===== config.mk =====
export PLATFORM = sky130hd
export DESIGN_NAME = ayatsuki_dbus_bridge
export DESIGN_NICKNAME = d
export VERILOG_FILES = /design/src/rtl/ayatsuki_dbus_bridge.sv
export SDC_FILE = /design/constraint.sdc
export NUM_CORES = 1
export LEC_CHECK = 0
export ABC_CLOCK_PERIOD_IN_PS = 1650
export CORE_MARGIN = 5
export CORE_UTILIZATION = 35
export CTS_CLUSTER_DIAMETER = 100
export CTS_CLUSTER_SIZE = 40
export DETAILED_ROUTE_END_ITERATION = 6
export PLACE_DENSITY = 0.75
export SYNTH_ARGS = -nofsm -noshare
export SYNTH_HDL_FRONTEND = slang
export SYNTH_SLANG_ARGS = --single-unit

===== constraint.sdc =====
create_clock -name clk -period 1.65 [get_ports clk]
set_clock_uncertainty 0.1 [all_clocks]
set_input_delay 0.495 -clock clk [delete_from_list [all_inputs] [get_ports clk]]
set_output_delay 0.495 -clock clk [all_outputs]
set_load 0.02 [all_outputs]

===== src/rtl/ayatsuki_dbus_bridge.sv =====
// ayatsuki_dbus_bridge: core mem strobes to req/gnt/rvalid bus, one access in flight, optional timeout.
// Optional timeout build: define AYATSUKI_DBUS_TIMEOUT_EN.
module ayatsuki_dbus_bridge #(
  parameter int ADDR_W = 32,
  parameter int DATA_W = 32,
  parameter int TIMEOUT = 255
) (
  input  logic              clk,
  input  logic              rst,
  input  logic              mem_enable_i,
  input  logic              mem_w_enable_i,
  input  logic              mem_r_enable_i,
  input  logic [ADDR_W-1:0] mem_w_addr_i,
  input  logic [ADDR_W-1:0] mem_r_addr_i,
  input  logic [DATA_W-1:0] mem_w_data_i,
  output logic [DATA_W-1:0] mem_r_data_o,
  output logic              hold_req_o,
  output logic              bus_req_o,
  output logic              bus_we_o,
  output logic [ADDR_W-1:0] bus_addr_o,
  output logic [DATA_W-1:0] bus_wdata_o,
  input  logic              bus_gnt_i,
  input  logic              bus_rvalid_i,
  input  logic [DATA_W-1:0] bus_rdata_i,
  output logic              bus_err_o
);
  typedef enum logic [1:0] {IDLE, REQ, WAIT_R, DONE} state_t;
  state_t state_q, state_d;
  logic req_q, req_d, we_q, we_d;
  logic [ADDR_W-1:0] addr_q, addr_d, sel_addr;
  logic [DATA_W-1:0] wdata_q, wdata_d, rdata_q, rdata_d;
  logic new_access, busy, rd_done, done;
  assign new_access = mem_enable_i & (mem_w_enable_i | mem_r_enable_i);
  assign sel_addr = mem_w_enable_i ? mem_w_addr_i : mem_r_addr_i;
  assign busy = (state_q == REQ) | (state_q == WAIT_R);
  assign rd_done = bus_rvalid_i & (((state_q == REQ) & bus_gnt_i & ~we_q) | (state_q == WAIT_R));
  assign done = ((state_q == REQ) & bus_gnt_i & we_q) | rd_done;
  assign hold_req_o = ((state_q == IDLE) & new_access) | busy;
  assign bus_req_o = req_q;
  assign bus_we_o = we_q;
  assign bus_addr_o = addr_q;
  assign bus_wdata_o = wdata_q;
  assign mem_r_data_o = rdata_q;
`ifdef AYATSUKI_DBUS_TIMEOUT_EN
  localparam int CW = $clog2(TIMEOUT + 1);
  logic [CW-1:0] cnt_q, cnt_d;
  logic err_q, err_d, tmo;
  // the TIMEOUT-th busy cycle expires unless it completes normally
  assign tmo = busy & ~done & ((cnt_q + 1'b1) == CW'(TIMEOUT));
  assign cnt_d = busy ? cnt_q + 1'b1 : '0;
  assign bus_err_o = err_q;
`else
  logic unused_timeout;
  assign unused_timeout = |TIMEOUT;
  assign bus_err_o = 1'b0;
`endif
  always_comb begin
    state_d = state_q;
    req_d = req_q;
    we_d = we_q;
    addr_d = addr_q;
    wdata_d = wdata_q;
    rdata_d = rd_done ? bus_rdata_i : rdata_q;
`ifdef AYATSUKI_DBUS_TIMEOUT_EN
    err_d = err_q | tmo;
`endif
    case (state_q)
      IDLE: if (new_access) begin
        state_d = REQ;
        req_d = 1'b1;
        we_d = mem_w_enable_i;
        addr_d = sel_addr & ~ADDR_W'(3);
        wdata_d = mem_w_data_i;
      end
      REQ: if (bus_gnt_i) begin
        req_d = 1'b0;
        state_d = (we_q | bus_rvalid_i) ? DONE : WAIT_R;
      end
      WAIT_R: state_d = bus_rvalid_i ? DONE : WAIT_R;
      DONE: state_d = IDLE;
    endcase
`ifdef AYATSUKI_DBUS_TIMEOUT_EN
    if (tmo) begin
      state_d = DONE;
      req_d = 1'b0;
      rdata_d = we_q ? rdata_q : DATA_W'(32'hDEAD_BEEF);
    end
`endif
  end
  always_ff @(posedge clk) begin
    if (rst) begin
      state_q <= IDLE;
      req_q <= 1'b0;
      we_q <= 1'b0;
      addr_q <= '0;
      wdata_q <= '0;
      rdata_q <= '0;
`ifdef AYATSUKI_DBUS_TIMEOUT_EN
      cnt_q <= '0;
      err_q <= 1'b0;
`endif
    end else begin
      state_q <= state_d;
      req_q <= req_d;
      we_q <= we_d;
      addr_q <= addr_d;
      wdata_q <= wdata_d;
      rdata_q <= rdata_d;
`ifdef AYATSUKI_DBUS_TIMEOUT_EN
      cnt_q <= cnt_d;
      err_q <= err_d;
`endif
    end
  end
endmodule

==> results of run 1 <==
## stage by stage
stage	area, µm²	utilization [%]	std cells	hold WS, ns	power [µW]
global route	7190	59.6	851	0.374	9590
global placement	6880	57.0	832	0.342	7010
finish	7190	59.6	851	0.353	9070
floorplan	4320	-	449	0.433	5280
detailed placement	6880	57.0	832	0.346	7140
CTS	7100	58.9	849	0.353	9030
## path summary, 6_finish.rpt
kind / from / end / slack, ns / depth (start not counted)
setup reg to reg: state_q[1] / mem_r_data_o[7] / 0.02 / 7
hold / removal: bus_wdata_o[0] / bus_wdata_o[0] / 0.35 / 2
setup / recovery: state_q[1] / hold_req_o / -0.15 / 4
hold reg to reg: bus_wdata_o[0] / bus_wdata_o[0] / 0.35 / 2
## per-layer routing
layer / vias up / GRT usage [%]
li1: 1953 / -
met1: 1769 / 19.7
met2: 158 / 28.3
met3: 18 / 8.48
met4: 0 / 6.16
met5: - / 0
## power groups by stage
stage / Sequential [µW] / Clock [µW] / Combinational (µW)
floorplan: 3670 / 0 / 1610
global route: 3150 / 2210 / 4230
detailed placement: 3140 / 0 / 4000
global placement: 3110 / 0 / 3900
CTS: 3090 / 2120 / 3830
finish: 3090 / 2050 / 3930
## placed cells by master, fill, tap and decap left out, types with 2 or more instances in the layout
cell,instances
buf_12,7
dfxtp_1,96
clkdlybuf4s15_2,4
clkinv_2,2
mux2i_1,62
clkdlybuf4s50_1,126
dfxtp_2,2
buf_6,3
a31oi_1,2
clkbuf_1,2
a21oi_1,34
clkinvlp_4,2
nand2_1,66
dlygate4sd2_1,41
nor2_1,30
ha_1,2
ha_4,2
nand2b_1,65
clkbuf_16,11
clkbuf_2,10
clkdlybuf4s15_1,43
buf_4,19
conb_1,3
a211oi_2,31
nand2b_4,2
inv_2,2
## flip-flops by register name, indices dropped and copies added, names as in the netlist
| signal | flops |
|---|---|
| bus_addr_o | 30 |
| bus_req_o | 1 |
| bus_wdata_o | 32 |
| bus_we_o | 1 |
| mem_r_data_o | 32 |
| state_q | 2 |
## final cells by class
type | instances | area share, %
multi-input cells | 310 | 30.5
inverters | 3 | 0.157
well taps | 168 | 2.93
clock inverters | 5 | 0.766
clock buffers | 11 | 3.24
flip-flops and latches | 98 | 27.3
repair buffers | 256 | 35.0
## cell families (layout without fill, tap and decap cells)
logic type	count (synthesis)	after routing	synth area share, %
adders and majority gates	4	4	1.16
DFF	98	98	45.5
buffers and inverters	41	275	5.08
AOI/OAI and AO/OA	74	74	14.8
muxes	62	62	14.4
other	1	3	0.0869
and+or+nand+nor	167	167	19.0
## worst min-delay path, delay by kind of cell, from the launching register on
| family | cells | cell delay (ns) |
|---|---|---|
| flops | 1 | 0.30 |
| compound gates | 1 | 0.05 |
| simple gates | 1 | 0.05 |
## synthesized netlist by cell type (all sizes together)
cell type,n
o21a,1
a21o,1
buf,27
inv,3
conb,1
mux2i,62
nand2,66
a211oi,31
clkbuf,11
dfxtp,98
ha,4
and3b,1
a21oi,34
o211ai,1
a31oi,2
or3b,1
nor2,30
a311oi,1
o21ba,1
o211a,1
nand2b,67
and4,1
o21ai,1
and3,1
## what timing repair did
item / in CTS / in global routing
hold endpoints to repair: 0 / 0
pin swaps: 1 / 5
cloned: 0 / 2
setup buffers: 1 / 2
gates resized for setup: 127 / 60
endpoints found under the setup margin: 136 / 88
==> flow_summary.toml, run 1 <==
[outcome]
status = "finished with violations"
violations = "negative setup slack"

[detailed_routing]
drtAntennaViolNets = 0
met3WireLength_um = 1560
drt-met1-wl_um = 5240
wl_met2_um = 6070
routed.top_layer = "met4"
initialDrtViolationCount = 98
drc_errors = 0
dr.pass1.iters = 4
vias = 3898
routed_via_density = 4.58
routed_wl_um = 13100
wl_per_cell_um = 15.4

[timing]
worst_pin_slew_ns = 0.515
fin_ws_ns = -0.155
maxSlewHeadroom_pct = 65.7
fin_setup_tns_ns = -0.158
period_needed_ns = 1.80
rsz0062_at_grt = "yes"
fin_crit_sh_pct = 109
finalHoldViolations = 0
timing.final.max_slew_violations = 0
fmax_mhz = 554
finalSetupViolations = 2

[clocking]
cts_made_buffers = 9
cts.sinks = 98
clk_pin_slew_ns = 0.06
cts_tree = "yes"
cts_htree_levels = 3
ctsRootBufferMaster = "clkbuf_16"
hold_buffers = 0
insertion_delay_ns = 0.34
ctsLongestPathBuffers = 2

[final_layout]
multi_input_area_mm2 = 0.00219
fillers = 1058
antenna_cells = 0
area.sequential_mm2 = 0.00196
nets = 817
area_growth_pct = 66.6
drive_gt1_share_pct = 15.4

[job]
max_cap_viol_count = 0

[pwr]
peakVddDrop_v = 0.000554
power_leakage_uw = 0.00291
power_density_mw_per_mm2 = 1260
pwr-share-comb_pct = 43.3
seqPwrFrac_pct = 34.1
power.share.clock_pct = 22.6
power.net_switching_uw = 3180
swShare_pct = 35.1
intPower_uw = 5890

[min_path]
hold_path.class = "register to register"

[critical_path]
required_ns = 1.05
crit_family = "flip-flops"
slowest_delay_ns = 0.33
cp_max_fo = 2
worst_ep_arrival_time_ns = 1.21
worst_setup_path_end_kind = "output port"
path_cells = "inv_2, ha_4, nand2b_4, buf_6"
cp-start-kind = "register"
crit_buf_inv = 2
worstSetupPathType = "register to output port"
cpMaxStageDelayCell = "dfxtp_2"

[floorplanning]
fp.dieW_um = 121
die_area_mm2 = 0.0146
start_util_pct = 35.8
die_h_um = 121
core_area_mm2 = 0.0121
rows = 40
io_pins = 235

[global_routing]
grt_max_degree = 52
antenna_found_initial = 0
grt-ovfl-total = 0
track_usage_pct = 17.4
grt_pass1_wl_um = 20300
grt_pass1_vias = 4001

[synthesis]
synth_top_area_cell = "dfxtp_1"
synthTopCellsByArea = "dfxtp_1 45%, mux2i_1 14%, nand2b_1 9.7%"
syn_inst = 447
synth-seq-cells = 98
synth_top_area_share_pct = 45.5
yosysWarnings = 0
synthDistinctLibCells = 26
syn-cell-area_mm2 = 0.00431
syn_avg_cell_area_um2 = 9.65
ys_seq_area_share_pct = 45.5

[placed_design]
place.gp.congestion = 0.748
dp_hpwl_um = 9950
port_buffers = 227
place_ws_ns = -0.746
No activity file was read; power rests on OpenSTA's default activity.
==> run 2, diff against run 1 <==
Settings changed: GPL_TIMING_DRIVEN from default to 0.
==> run 2 against run 1 <==
  * The run still ends with negative setup slack left
  * First-iteration DRC count increased by 9.2%
  * Highest routed layer unchanged
  * Critical endpoint unchanged
  * Worst setup slack got worse by 0.0044 ns
  * Largest cell class unchanged
  * Combinational power decreased by 5%
==> flow_summary.toml, run 2 (synthesis results as in run 1) <==
[critical_path]
required_ns = 1.05
cp_max_fo = 3
cp-start-kind = "input port"
cpMaxStageDelayCell = "dlygate4sd2_1"
path_cells = "dlygate4sd2_1, o211ai_4, nand2b_4, buf_6"
worst_setup_path_end_kind = "output port"
worst_ep_arrival_time_ns = 1.21
slowest_delay_ns = 0.29
worstSetupPathType = "input port to output port"

[outcome]
violations = "negative setup slack"
status = "finished with violations"

[global_routing]
grt_pass1_vias = 4114
antenna_found_initial = 0
grt_max_degree = 16
grt-ovfl-total = 0
grt_pass1_wl_um = 20600
track_usage_pct = 17.4

[timing]
finalHoldViolations = 0
fin_ws_ns = -0.159
timing.final.max_slew_violations = 0
fin_crit_sh_pct = 110
finalSetupViolations = 29
period_needed_ns = 1.81
fmax_mhz = 553
rsz0062_at_grt = "yes"

[floorplanning]
core_area_mm2 = 0.0121
start_util_pct = 35.8
die_area_mm2 = 0.0146
rows = 40
die_h_um = 121
fp.dieW_um = 121
io_pins = 235

[final_layout]
drive_gt1_share_pct = 14.8
area_growth_pct = 65.1
nets = 828
fin_cells = 862
final_area_mm2 = 0.00712
multi_input_area_mm2 = 0.00218
layout_commonest_cell = "clkdlybuf4s50_1"
area.sequential_mm2 = 0.00197
final_cell_mix = "126 x clkdlybuf4s50_1, 96 x dfxtp_1, 66 x nand2_1, 66 x nand2b_1, 61 x mux2i_1"
fillers = 1101
antenna_cells = 0

[min_path]
hold_path.class = "register to register"

[detailed_routing]
routed_wl_um = 13300
drtAntennaViolNets = 0
dr.pass1.iters = 4
vias = 3967
drc_errors = 0
initialDrtViolationCount = 107
wl_per_cell_um = 15.5
routed_via_density = 4.60

[placed_design]
dp.cells = 842
dp_hpwl_um = 10600
place_ws_ns = -0.977
port_buffers = 225
place.gp.congestion = 0.746
placed_area_mm2 = 0.00678

[pwr]
power_leakage_uw = 0.00295
power_density_mw_per_mm2 = 1280
peakVddDrop_v = 0.000575
total_power_uw = 9100

[clocking]
cts_tree = "yes"
clk_pin_slew_ns = 0.07
hold_buffers = 0
insertion_delay_ns = 0.33
ctsRootBufferMaster = "clkbuf_16"
cts.sinks = 98
cts_made_buffers = 9
ctsLongestPathBuffers = 2
cts_htree_levels = 3

[job]
max_cap_viol_count = 0
-- run 2: timing repair --
item / 4_1_cts / 5_1_grt
pin swaps: 1 / 1
buffers inserted: 2 / 2
endpoints found under the setup margin: 190 / 83
resized for setup: 129 / 60
-- run 2: worst paths after layout --
| path | from | to | slack (ns) | depth (start not counted) |
|---|---|---|---|---|
| hold reg to reg | bus_wdata_o[10] | bus_wdata_o[10] | 0.35 | 2 |
| hold / removal | bus_wdata_o[10] | bus_wdata_o[10] | 0.35 | 2 |
| setup reg to reg | state_q[1] | mem_r_data_o[25] | -0.04 | 8 |
| setup / recovery | mem_r_enable_i | hold_req_o | -0.16 | 4 |
-- run 2: worst max-delay path, delay by kind of cell --
kind	cells	cell delay (ns)
AOI/OAI and AO/OA	1	0.23
buffers and inverters	2	0.42
and+or+nand+nor	1	0.07
-- run 2: report_power, final --
part | leakage, µW | internal (µW) | switching, µW
logic | 0.00199 | 1730 | 2010
clock network | 0.000156 | 1370 | 883
registers | 0.000803 | 2850 | 252
total | 0.00295 | 5950 | 3140
-- run 2: final cells by class --
class,instances,share of cell area [%]
Inverter,3,0.193
Timing Repair Buffer,229,30.4
Tap cell,168,2.95
Buffer,38,3.65
Sequential cell,98,27.6
Clock inverter,5,1.09
Multi-Input combinational cell,310,30.6
Clock buffer,11,3.41
-- run 2: stage by stage --
| step | utilization [%] | hold WS [ns] | setup TNS (ns) |
|---|---|---|---|
| 2_1_floorplan | - | 0.433 | 0 |
| 3_3_place_gp | 56.2 | 0.342 | -37.35 |
| 3_5_place_dp | 56.2 | 0.346 | -40.40 |
| 4_1_cts | 58.6 | 0.352 | -2.94 |
| 5_1_grt | 59.0 | 0.373 | -3.15 |
| 6_report | 59.0 | 0.349 | -0.389 |
-- run 2: metal layers --
| layer | global-route usage [%] | part of all wire (%) |
|---|---|---|
| met5 | 0 | 0 |
| met3 | 8.48 | 12 |
| met2 | 30.1 | 48 |
| met4 | 6.02 | 1.6 |
| met1 | 18.5 | 38 |
